<file path="src/rtl/axi_lite_write_arbiter.sv">
// axi_lite_write_arbiter: round-robin sharing of one AXI4-Lite write port (AW/W/B) among NUM_M masters
module axi_lite_write_arbiter #(
  parameter int NUM_M  = 2,
  parameter int ADDR_W = 32,
  parameter int DATA_W = 32,
  parameter int GNT_W  = 1
) (
  input  logic                      ACLK,
  input  logic                      ARESETn,
  input  logic [NUM_M-1:0]          M_AWVALID,
  input  logic [NUM_M*ADDR_W-1:0]   M_AWADDR,
  input  logic [NUM_M*3-1:0]        M_AWPROT,
  output logic [NUM_M-1:0]          M_AWREADY,
  input  logic [NUM_M-1:0]          M_WVALID,
  input  logic [NUM_M*DATA_W-1:0]   M_WDATA,
  input  logic [NUM_M*DATA_W/8-1:0] M_WSTRB,
  output logic [NUM_M-1:0]          M_WREADY,
  output logic [NUM_M-1:0]          M_BVALID,
  output logic [1:0]                M_BRESP,
  input  logic [NUM_M-1:0]          M_BREADY,
  output logic                      S_AWVALID,
  output logic [ADDR_W-1:0]         S_AWADDR,
  output logic [2:0]                S_AWPROT,
  input  logic                      S_AWREADY,
  output logic                      S_WVALID,
  output logic [DATA_W-1:0]         S_WDATA,
  output logic [DATA_W/8-1:0]       S_WSTRB,
  input  logic                      S_WREADY,
  input  logic                      S_BVALID,
  input  logic [1:0]                S_BRESP,
  output logic                      S_BREADY,
  output logic [GNT_W-1:0]          GRANT,
  output logic                      BUSY
);
  typedef enum logic [1:0] {IDLE, ADDR, RESP} state_t;
  state_t state_q, state_d;
  logic [GNT_W-1:0] grant_q, grant_d, last_q, last_d, idx, pick;
  logic aw_done_q, aw_done_d, w_done_q, w_done_d, found, in_addr, in_resp;
  logic [GNT_W:0] sum;
  logic [NUM_M-1:0] sel;
  always_comb begin
    state_d = state_q;
    grant_d = grant_q;
    last_d = last_q;
    aw_done_d = aw_done_q;
    w_done_d = w_done_q;
    found = 1'b0;
    sum = '0;
    idx = '0;
    pick = grant_q;
    in_addr = state_q == ADDR;
    in_resp = state_q == RESP;
    sel = NUM_M'(1) << grant_q;
    S_AWVALID = in_addr & M_AWVALID[grant_q] & ~aw_done_q;
    S_WVALID = in_addr & M_WVALID[grant_q] & ~w_done_q;
    S_AWADDR = in_addr ? ADDR_W'(M_AWADDR >> (ADDR_W * grant_q)) : '0;
    S_AWPROT = in_addr ? 3'(M_AWPROT >> (3 * grant_q)) : '0;
    S_WDATA = in_addr ? DATA_W'(M_WDATA >> (DATA_W * grant_q)) : '0;
    S_WSTRB = in_addr ? (DATA_W/8)'(M_WSTRB >> (DATA_W / 8 * grant_q)) : '0;
    M_AWREADY = (in_addr & S_AWREADY & ~aw_done_q) ? sel : '0;
    M_WREADY = (in_addr & S_WREADY & ~w_done_q) ? sel : '0;
    M_BVALID = (in_resp & S_BVALID) ? sel : '0;
    M_BRESP = in_resp ? S_BRESP : '0;
    S_BREADY = in_resp & M_BREADY[grant_q];
    GRANT = grant_q;
    BUSY = state_q != IDLE;
    // first requester after the previous owner, wrapping modulo NUM_M
    for (int k = 1; k <= NUM_M; k++) begin
      sum = {1'b0, last_q} + (GNT_W+1)'(k);
      idx = sum >= (GNT_W+1)'(NUM_M) ? GNT_W'(sum - (GNT_W+1)'(NUM_M)) : GNT_W'(sum);
      if (!found && M_AWVALID[idx]) begin
        found = 1'b1;
        pick = idx;
      end
    end
    if (state_q == IDLE) begin
      if (found) begin
        state_d = ADDR;
        grant_d = pick;
      end
    end else if (in_addr) begin
      aw_done_d = aw_done_q | (S_AWVALID & S_AWREADY);
      w_done_d = w_done_q | (S_WVALID & S_WREADY);
      state_d = (aw_done_d & w_done_d) ? RESP : ADDR;
    end else if (S_BVALID & S_BREADY) begin
      aw_done_d = 1'b0;
      w_done_d = 1'b0;
      last_d = grant_q;
      state_d = IDLE;
    end
  end
  always_ff @(posedge ACLK) begin
    if (!ARESETn) begin
      state_q <= IDLE;
      grant_q <= '0;
      last_q <= GNT_W'(NUM_M - 1);
      aw_done_q <= 1'b0;
      w_done_q <= 1'b0;
    end else begin
      state_q <= state_d;
      grant_q <= grant_d;
      last_q <= last_d;
      aw_done_q <= aw_done_d;
      w_done_q <= w_done_d;
    end
  end
endmodule

</file>
<file path="config.mk">
export PLATFORM = sky130hd
export DESIGN_NAME = axi_lite_write_arbiter
export DESIGN_NICKNAME = d
export VERILOG_FILES = /design/src/rtl/axi_lite_write_arbiter.sv
export SDC_FILE = /design/constraint.sdc
export NUM_CORES = 1
export LEC_CHECK = 0
export CORE_MARGIN = 8
export CORE_UTILIZATION = 25
export CTS_CLUSTER_DIAMETER = 50
export CTS_CLUSTER_SIZE = 24
export DETAILED_ROUTE_END_ITERATION = 16
export PLACE_DENSITY = 0.95
export SETUP_SLACK_MARGIN = 0.1
export SYNTH_ARGS = -nofsm -noshare
export SYNTH_HDL_FRONTEND = slang
export SYNTH_SLANG_ARGS = --single-unit
</file>
<file path="constraint.sdc">
create_clock -name ACLK -period 2.6 [get_ports ACLK]
set_clock_uncertainty 0.2 [all_clocks]
set_input_delay 0.65 -clock ACLK [delete_from_list [all_inputs] [get_ports ACLK]]
set_output_delay 0.65 -clock ACLK [all_outputs]
set_load 0.1 [all_outputs]
</file>
### Yosys cells after proc, flatten, opt, wreduce, memory -nomap -nowiden

Index checks and enable logic that the tools add are counted.

* flip-flop bits (word level): 6
* input port bits: 155
* output and inout bits: 84
* logic and storage cells: 86

* add/sub/neg operators: 4
* multiply operators: 1
* order comparisons: 5
* eq/ne operators: 3
* shift operators: 5
* muxes and demuxes: 32
* bitwise gates (word level): 20
* reduce and logical (&&, ||, !) cells: 11

Operators with widths (number)
* 64-bit by 6-bit right shift with 32-bit output: 2
* 32-bit 2-to-1 mux: 2
* 1-bit 2-to-1 mux: 19
* 2-bit 2-to-1 mux: 9
* 1-bit AND: 14
* 8-bit by 3-bit right shift with 4-bit output: 1
* 1-bit by 2-bit < comparator with 1-bit output (second input constant): 3
* 3-bit AND reduction: 2
* 2-bit nonzero test: 3
* 6-bit by 3-bit right shift with 3-bit output: 1
* 2-bit >= comparator (second input constant): 2
* 4-bit 2-to-1 mux: 1
* 1-bit inverter: 4
* 2-bit AND reduction: 2
* 2-bit by 1-bit multiplier with 3-bit output (first input constant): 1
* 3-bit 2-to-1 mux: 1
* 3-bit nonzero test: 1
* 1-bit by 1-bit adder with 2-bit output (second input constant): 1
* 1-bit by 2-bit adder with 2-bit output (second input constant): 1
* 2-bit by 1-bit equality test with 1-bit output (second input constant): 1
* 2-bit equality test (second input constant): 1
* 2-bit zero test: 1
* 2-bit != test (second input constant): 1
* 1-bit OR: 2
* other kinds (4): 5

### Logic depth before layout (Yosys ltp)

* depth in word-level cells: 11
* gate-level depth with buffers: 5
* mapped depth without buffers: 4

### Least setup slack after synthesis

No wires, ideal clock.

* path kind: register to output
* start: reg grant_q, in the netlist GRANT
* end: out M_AWREADY[0]
* data arrival time: 4.462 ns
* required time: 1.750 ns
* setup slack: -2.712 ns
* cell stages (with the launch flop): 5
* path buffers: 3
* cells stage by stage: dfxtp_1 buf_6 buf_2 buf_4 nor4b_1

* longest elaborated chain between the ends: 2

Ends and longest elaborated chain
* start: declaration: line 37 `logic [GNT_W-1:0] grant_q, grant_d, last_q, last_d, idx, pick;`
* start signal: assignment: line 101 `grant_q <= grant_d;`
* 1-bit by 1-bit left shift with 2-bit output: line 53 `sel = NUM_M'(1) << grant_q;`
* 2-bit 2-to-1 mux: line 60 `M_AWREADY = (in_addr & S_AWREADY & ~aw_done_q) ? sel : '0;`
* end: declaration: line 13 `output logic [NUM_M-1:0] M_AWREADY,`

Every way passes these cells.

### Worst setup path after layout

* start: in M_BREADY[1]
* end: out S_BREADY

* longest elaborated chain between the ends: 3

Ends and longest elaborated chain
* start: declaration: line 20 `input logic [NUM_M-1:0] M_BREADY,`
* 1-bit 2-to-1 mux (implied by the code) (2 in series): line 64 `S_BREADY = in_resp & M_BREADY[grant_q];`
* 1-bit AND: line 64
* end: declaration: line 31 `output logic S_BREADY,`

Every way passes these cells. The select of a mux whose other input is x is not followed.

==> summary.md <==
| Metric | Value |
|---|---|
| Max Slew Vio Count | `0` |
| Worst Max-Slew Pin Slew | `about 0.38 ns` |
| DIE HEIGHT | `93.30 um` |
| Count of final hold-check violations | `0` |
| # rows | `28` |
| GR Util met1 | `25.80%` |
| Hold Path Class | `reg2reg` |
| Setup Viol. Count Final | `0` |
| Synth Net Count | `363` |
| Status | `complete, no violations` |
| All-Layer GR Usage | `28.84%` |
| First-pass DRT Iterations | `4` |
| Crit path DAT | `roughly 1.7 ns` |
| Post-layout min period | `2.573 ns` |
| Nets | `~600` |
| Starting Density | `25.53%` |
| Post-route antenna net violation count | `0` |
| Yosys cell types | `29` |
| Dpl ws | `0.03333 ns` |
| Register area | `126.4 um2` |
| Post-DP HPWL | `between 10000 and 15000 um` |
| Core outline area | `5851 um2` |
| Min-delay src | `last_q` |
| Worst setup EP type | `output pin` |
| Placed insts | `514` |
| Layout cells sized above 1 | `42.51%` |
| TritonCTS Buffers | `3` |
| Met2 usage | `about 58%` |
| RSZ-0062 raised after global routing | `yes` |
| Peak supply drop | `0.0003307 V` |
| Vias in the first global route | `3175` |
| Number of I/O pins | `239` |
| Worst R2R Setup Slack | `0.53 ns` |
| Area delta synth->final | `264.2%` |
| Hold Path End | `last_q` |
| Reg2Reg Launch Point | `GRANT` |
| CP Class | `in2out` |
| Max-Cap Viols | `0` |
| Largest net degree at the start of global routing | `36` |
| Clock sinks | `6` |
| Commonest cells after routing, fill and taps aside | `clkdlybuf4s50_1, buf_12, mux2i_1` |
| Multi-input logic area | `1809 um2` |
| I/O Buffers | `between 200 and 250` |
| Overflow after GRT | `0` |
| Worst-Skew Late Latency | `0.24 ns` |
| Syn Inst Count | `208` |
| Yosys reg bits | `6` |
| N_diodes | `0` |
| Htree depth | `1` |
| Seq/Total Area, Yosys | `8.040%` |
| Tot Pwr | `2.353 mW` |
| DRC | `0` |
| Antenna violations before repair | `0` |
| Pwr/cell area | `approximately 430 nW/um2` |
| Global route hottest layer | `met2` |
| DR vias | `~2700` |
| Syn Area/Cell | `7.182 um2` |
| Static Leakage | `about 2 nW` |
| Worst EP required | `1.75 ns` |
| Slew headroom | `between 70% and 80%` |
| RD Place Congestion | `~0.83` |
| Critical Path Start Type | `input pin` |
| F_max | `approximately 390 MHz` |
| Reg2reg end | `w_done_q` |
| First-pass GRT wire length | `19160 um` |
| Final WL | `13830 um` |
| Clk buf depth | `2` |
| Final period utilization | `98.98%` |
| Initial drt markers | `around 110` |
| Util after Layout | `92.99%` |
| Die ar. | `8705 um2` |
| CTS tree | `yes` |
| Root buffer cell | `clkbuf_8` |
| CTS clk-pin slew, worst paths | `~0.040 ns` |
| Final cell count without fillers | `522` |
| Ys Warns | `0` |
| Global routing met3 resource utilization | `8.574%` |
| Crit Path Max Fanout | `3` |
| Die W | `about 93 um` |
| Setup ws final | `0.02652 ns` |
| Reg2Reg Depth | `5` |
| Drt via density | `5.251` |
| Worst hold path stage count | `2` |
| Avg WL per Cell | `26.50 um` |
| Cell area after synthesis | `around 1500 um2` |
| Fill cells | `187` |
| Commonest non-fill, non-tap cell in the layout | `clkdlybuf4s50_1` |
synth_stat cells (all sizes together):
cell type   n  area [um2]
nor4b       2       17.52
mux2        1       15.01
nor2b       6       37.54
mux2i      74       740.7
a21boi      1       7.510
nand2       3       11.26
a21oi       2       10.01
clkbuf      1       3.750
o21ba       1       10.01
buf        16       88.84
nor3        3       20.02
and4b       2       20.02
inv         1       3.750
nor3b       2       20.02
and3        2       17.52
dfxtp       6       120.1
a32oi       1       8.760
and2        4       25.02
nand2b      2       12.51
o21ai       1       5.000
o21a        1       7.510
nor2       74       277.8
o22ai       1       6.260
nand3b      1       7.510
where the power goes:
part	switching, mW	internal (mW)	total [mW]	leakage [nW]
registers	0.0171	0.0979	0.115	0.0505
clock network	0.0581	0.107	0.165	0.0228
logic	1.27	0.805	2.07	1.93
what timing repair did:
action	in CTS	in global routing
setup endpoints to repair	20	21
buffers inserted	3	1
pin swaps	2	1
gates resized for setup	13	14
hold buffers	0	0
metal layers:
| layer | vias to the layer above | wire (um) |
|---|---|---|
| li1 | 1203 | - |
| met3 | 52 | 1285 |
| met2 | 211 | 7541 |
| met4 | 0 | 631 |
| met5 | - | 0 |
| met1 | 1275 | 4375 |
stage by stage:
step | hold slack, ns | TNS (ns) | instance area, um2
2_1_floorplan | 0.2434 | -9.166 | 1976
3_3_place_gp | 0.2827 | 0 | 5316
3_5_place_dp | 0.3059 | 0 | 5316
4_1_cts | 0.3034 | 0 | 5393
5_1_grt | 0.3703 | 0 | 5440
6_report | 0.3662 | 0 | 5440
registers in the layout, summed over array words and instances (netlist names):
name	count
GRANT	1
aw_done_q	1
last_q	1
state_q	2
w_done_q	1
final cells by class:
class / instances / share of cell area, %
inverter: 1 / 0.06900
sequential: 6 / 2.323
tap: 75 / 1.725
timing repair buffer: 252 / 61.80
clock buffer: 4 / 0.8280
multi-input combinational: 184 / 33.26
how the worst max path moves through the flow:
stage | from | to | slack, ns | cells after the start
global route | M_BREADY[1] | S_BREADY | 0.009 | 4
CTS | M_WDATA[56] | S_WDATA[24] | 0.06 | 4
floorplan | GRANT | S_AWADDR[21] | -0.57 | 4
finish | M_BREADY[1] | S_BREADY | 0.03 | 4
global placement | S_BVALID | M_BVALID[0] | 0.05 | 4
detailed placement | S_BVALID | M_BVALID[0] | 0.03 | 4
critical path, stage by stage:
cell             delay [ns]
clkdlybuf4s50_1        0.44
mux2i_1                0.34
nor2b_2                0.11
buf_12                 0.18
cells by family after synthesis:
| family | Yosys count | synth area share, % |
|---|---|---|
| compound gates | 8 | 3.686 |
| simple gates | 101 | 31.24 |
| flops | 6 | 8.041 |
| mux | 75 | 50.59 |
| buf+inv | 18 | 6.449 |
Power figures use the tool's default switching activity.
==> edit 1 (same flow settings) <==
The parameter `ADDR_W` goes from 32 to 48.
--- a/src/rtl/axi_lite_write_arbiter.sv
+++ b/src/rtl/axi_lite_write_arbiter.sv
@@ -1,7 +1,7 @@
 // axi_lite_write_arbiter: round-robin sharing of one AXI4-Lite write port (AW/W/B) among NUM_M masters
 module axi_lite_write_arbiter #(
   parameter int NUM_M  = 2,
-  parameter int ADDR_W = 32,
+  parameter int ADDR_W = 48,
   parameter int DATA_W = 32,
   parameter int GNT_W  = 1
 ) (
Ports: changed (resized M_AWADDR and S_AWADDR); port bits go from 239 to 287. No check against the original RTL was run, so the function may have changed too.
==> edit 1 against the original RTL <==
- the flow now stops in detailed placement (3_5_place_dp)
- area after synthesis rose by 17%
==> edit 1: results (changes against the original RTL) <==
| Metric | Value |
|---|---|
| Status | aborted with a tool error (was complete, no violations) |
| Failed at | detailed placement (3_5_place_dp) |
| Err | [ERROR DPL-0033] detailed placement checks failed during check placement. |
| Ys flop type | dfxtp_1 (unchanged) |
| Synth unique cells | 26 (was 29) |
| Sequential fraction of the synthesis area | 0.0690 (was 0.0804) |
| Routability cong. | 0.860 (was 0.826) |
| Yosys Warn Count | 0 (unchanged) |
| Width of the die | 99.5 um (was 93.3 um) |
| Seq cells post-synth | 6 (unchanged) |
| Async SR Flop Fraction | 0 (unchanged) |
| I/O Buffers | 286 (was 238) |
| Top cells by count, synth | nor2_1 (92), mux2i_1 (89), buf_4 (10), buf_2 (8), nand2_1 (7) (was mux2i_1 (74), nor2_1 (74), buf_2 (14), dfxtp_1 (6), nor2b_1 (6)) |
| Synthesized Nets | 433 (was 363) |
| Detailed Place HPWL | 13.9 mm (was 10.5 mm) |
| Most area-consuming cells after synthesis | mux2i_1 (51%), nor2_1 (20%), dfxtp_1 (6.9%) (was mux2i_1 (50%), nor2_1 (19%), dfxtp_1 (8.0%)) |
-- edit 1: cell families after synthesis --
logic type / share of synthesized area
flops: 0.0690
buf+inv: 0.0769
simple gates: 0.292
compound gates: 0.0352
mux: 0.527
-- edit 1: metrics by stage --
| step | cells | hold slack [ns] |
|---|---|---|
| after floorplan | 246 | 0.243 |
| after global placement | 600 | 0.259 |
==> edit 2 (same flow settings) <==
Made on the original files. The 3 states of `state_t` get a one-hot encoding in 3 bits.
--- a/src/rtl/axi_lite_write_arbiter.sv
+++ b/src/rtl/axi_lite_write_arbiter.sv
@@ -32,7 +32,7 @@
   output logic [GNT_W-1:0]          GRANT,
   output logic                      BUSY
 );
-  typedef enum logic [1:0] {IDLE, ADDR, RESP} state_t;
+  typedef enum logic [2:0] {IDLE = 3'b001, ADDR = 3'b010, RESP = 3'b100} state_t;
   state_t state_q, state_d;
   logic [GNT_W-1:0] grant_q, grant_d, last_q, last_d, idx, pick;
   logic aw_done_q, aw_done_d, w_done_q, w_done_d, found, in_addr, in_resp;
Formal check against the unedited RTL: same outputs for any inputs over 10 cycles, from zero or initial values and one cycle with ARESETn low; not proved beyond that.
==> edit 2 against the original RTL <==
- the run now fails in global routing (5_1_grt)
- area after synthesis down 0.34%
==> edit 2: results (changes against the original RTL) <==
| Metric | Value |
|---|---|
| Synth unique cells | 27 (was 29) |
| # H-tree levels | 1 (unchanged) |
| TritonCTS Buffers | 3 (unchanged) |
| CTS Root Cell | clkbuf_8 (unchanged) |
| Initial antenna violation count | 0 |
| Most area-consuming cells after synthesis | mux2i_1 (49%), nor2_1 (19%), dfxtp_1 (9.4%) (was mux2i_1 (50%), nor2_1 (19%), dfxtp_1 (8.0%)) |
| I/O Buffers | 238 (unchanged) |
| WEP type | output port |
| CTS Sinks | 7 (was 6) |
| Failed at | global routing (5_1_grt) |
| Sequential fraction of the synthesis area | 0.0941 (was 0.0804) |
| Yosys Warn Count | 0 (unchanged) |
| Placed Cells | 518 (was 514) |
| Worst setup endpoint GRT | M_BVALID[0] |
| Longest Clk Path Bufs | 2 (unchanged) |
| Routability cong. | 0.865 (was 0.826) |
| Synth Instances | 211 (was 208) |
| Async SR Flop Fraction | 0 (unchanged) |
| Status | aborted with a tool error (was complete, no violations) |
| Synthesized Nets | 366 (was 363) |
| Detailed Place HPWL | 11.0 mm (was 10.5 mm) |
| Top cells by count, synth | nor2_1 (76), mux2i_1 (73), buf_2 (12), dfxtp_1 (7), nand2_1 (7) (was mux2i_1 (74), nor2_1 (74), buf_2 (14), dfxtp_1 (6), nor2b_1 (6)) |
| Err | [ERROR DPL-0033] detailed placement checks failed during check placement. |
| Largest net degree at the start of global routing | 37 |
| Worst setup slack after placement | -0.0278 ns (was 0.0333 ns) |
| Ys flop type | dfxtp_1 (unchanged) |
## edit 2: changes by cell type after synthesis, sizes merged, moves of 2 or more
cell / unedited run / this run
nor2b: 6 / 1
nor3: 3 / 0
and4b: 2 / 0
inv: 1 / 3
nand2: 3 / 7
nor2: 74 / 76
nand2b: 2 / 0
a21oi: 2 / 5
## edit 2: what timing repair did
action	CTS
gates resized for setup	8
buffers inserted	2
hold endpoints to repair	0
endpoints found under the setup margin	31
## edit 2: per-stage QoR
stage,setup TNS [ns],area [um2]
floorplan,-0.841,2060
global placement,0,5400
detailed placement,-0.0278,5400
CTS,0,5470
## edit 2: logic make-up after synthesis
group / count (synthesis) / share of synthesized area
AND/OR/NAND/NOR: 99 / 0.287
multiplexers: 75 / 0.508
AO/OA/AOI/OAI: 10 / 0.0403
buffers and inverters: 20 / 0.0706
flip-flops: 7 / 0.0941
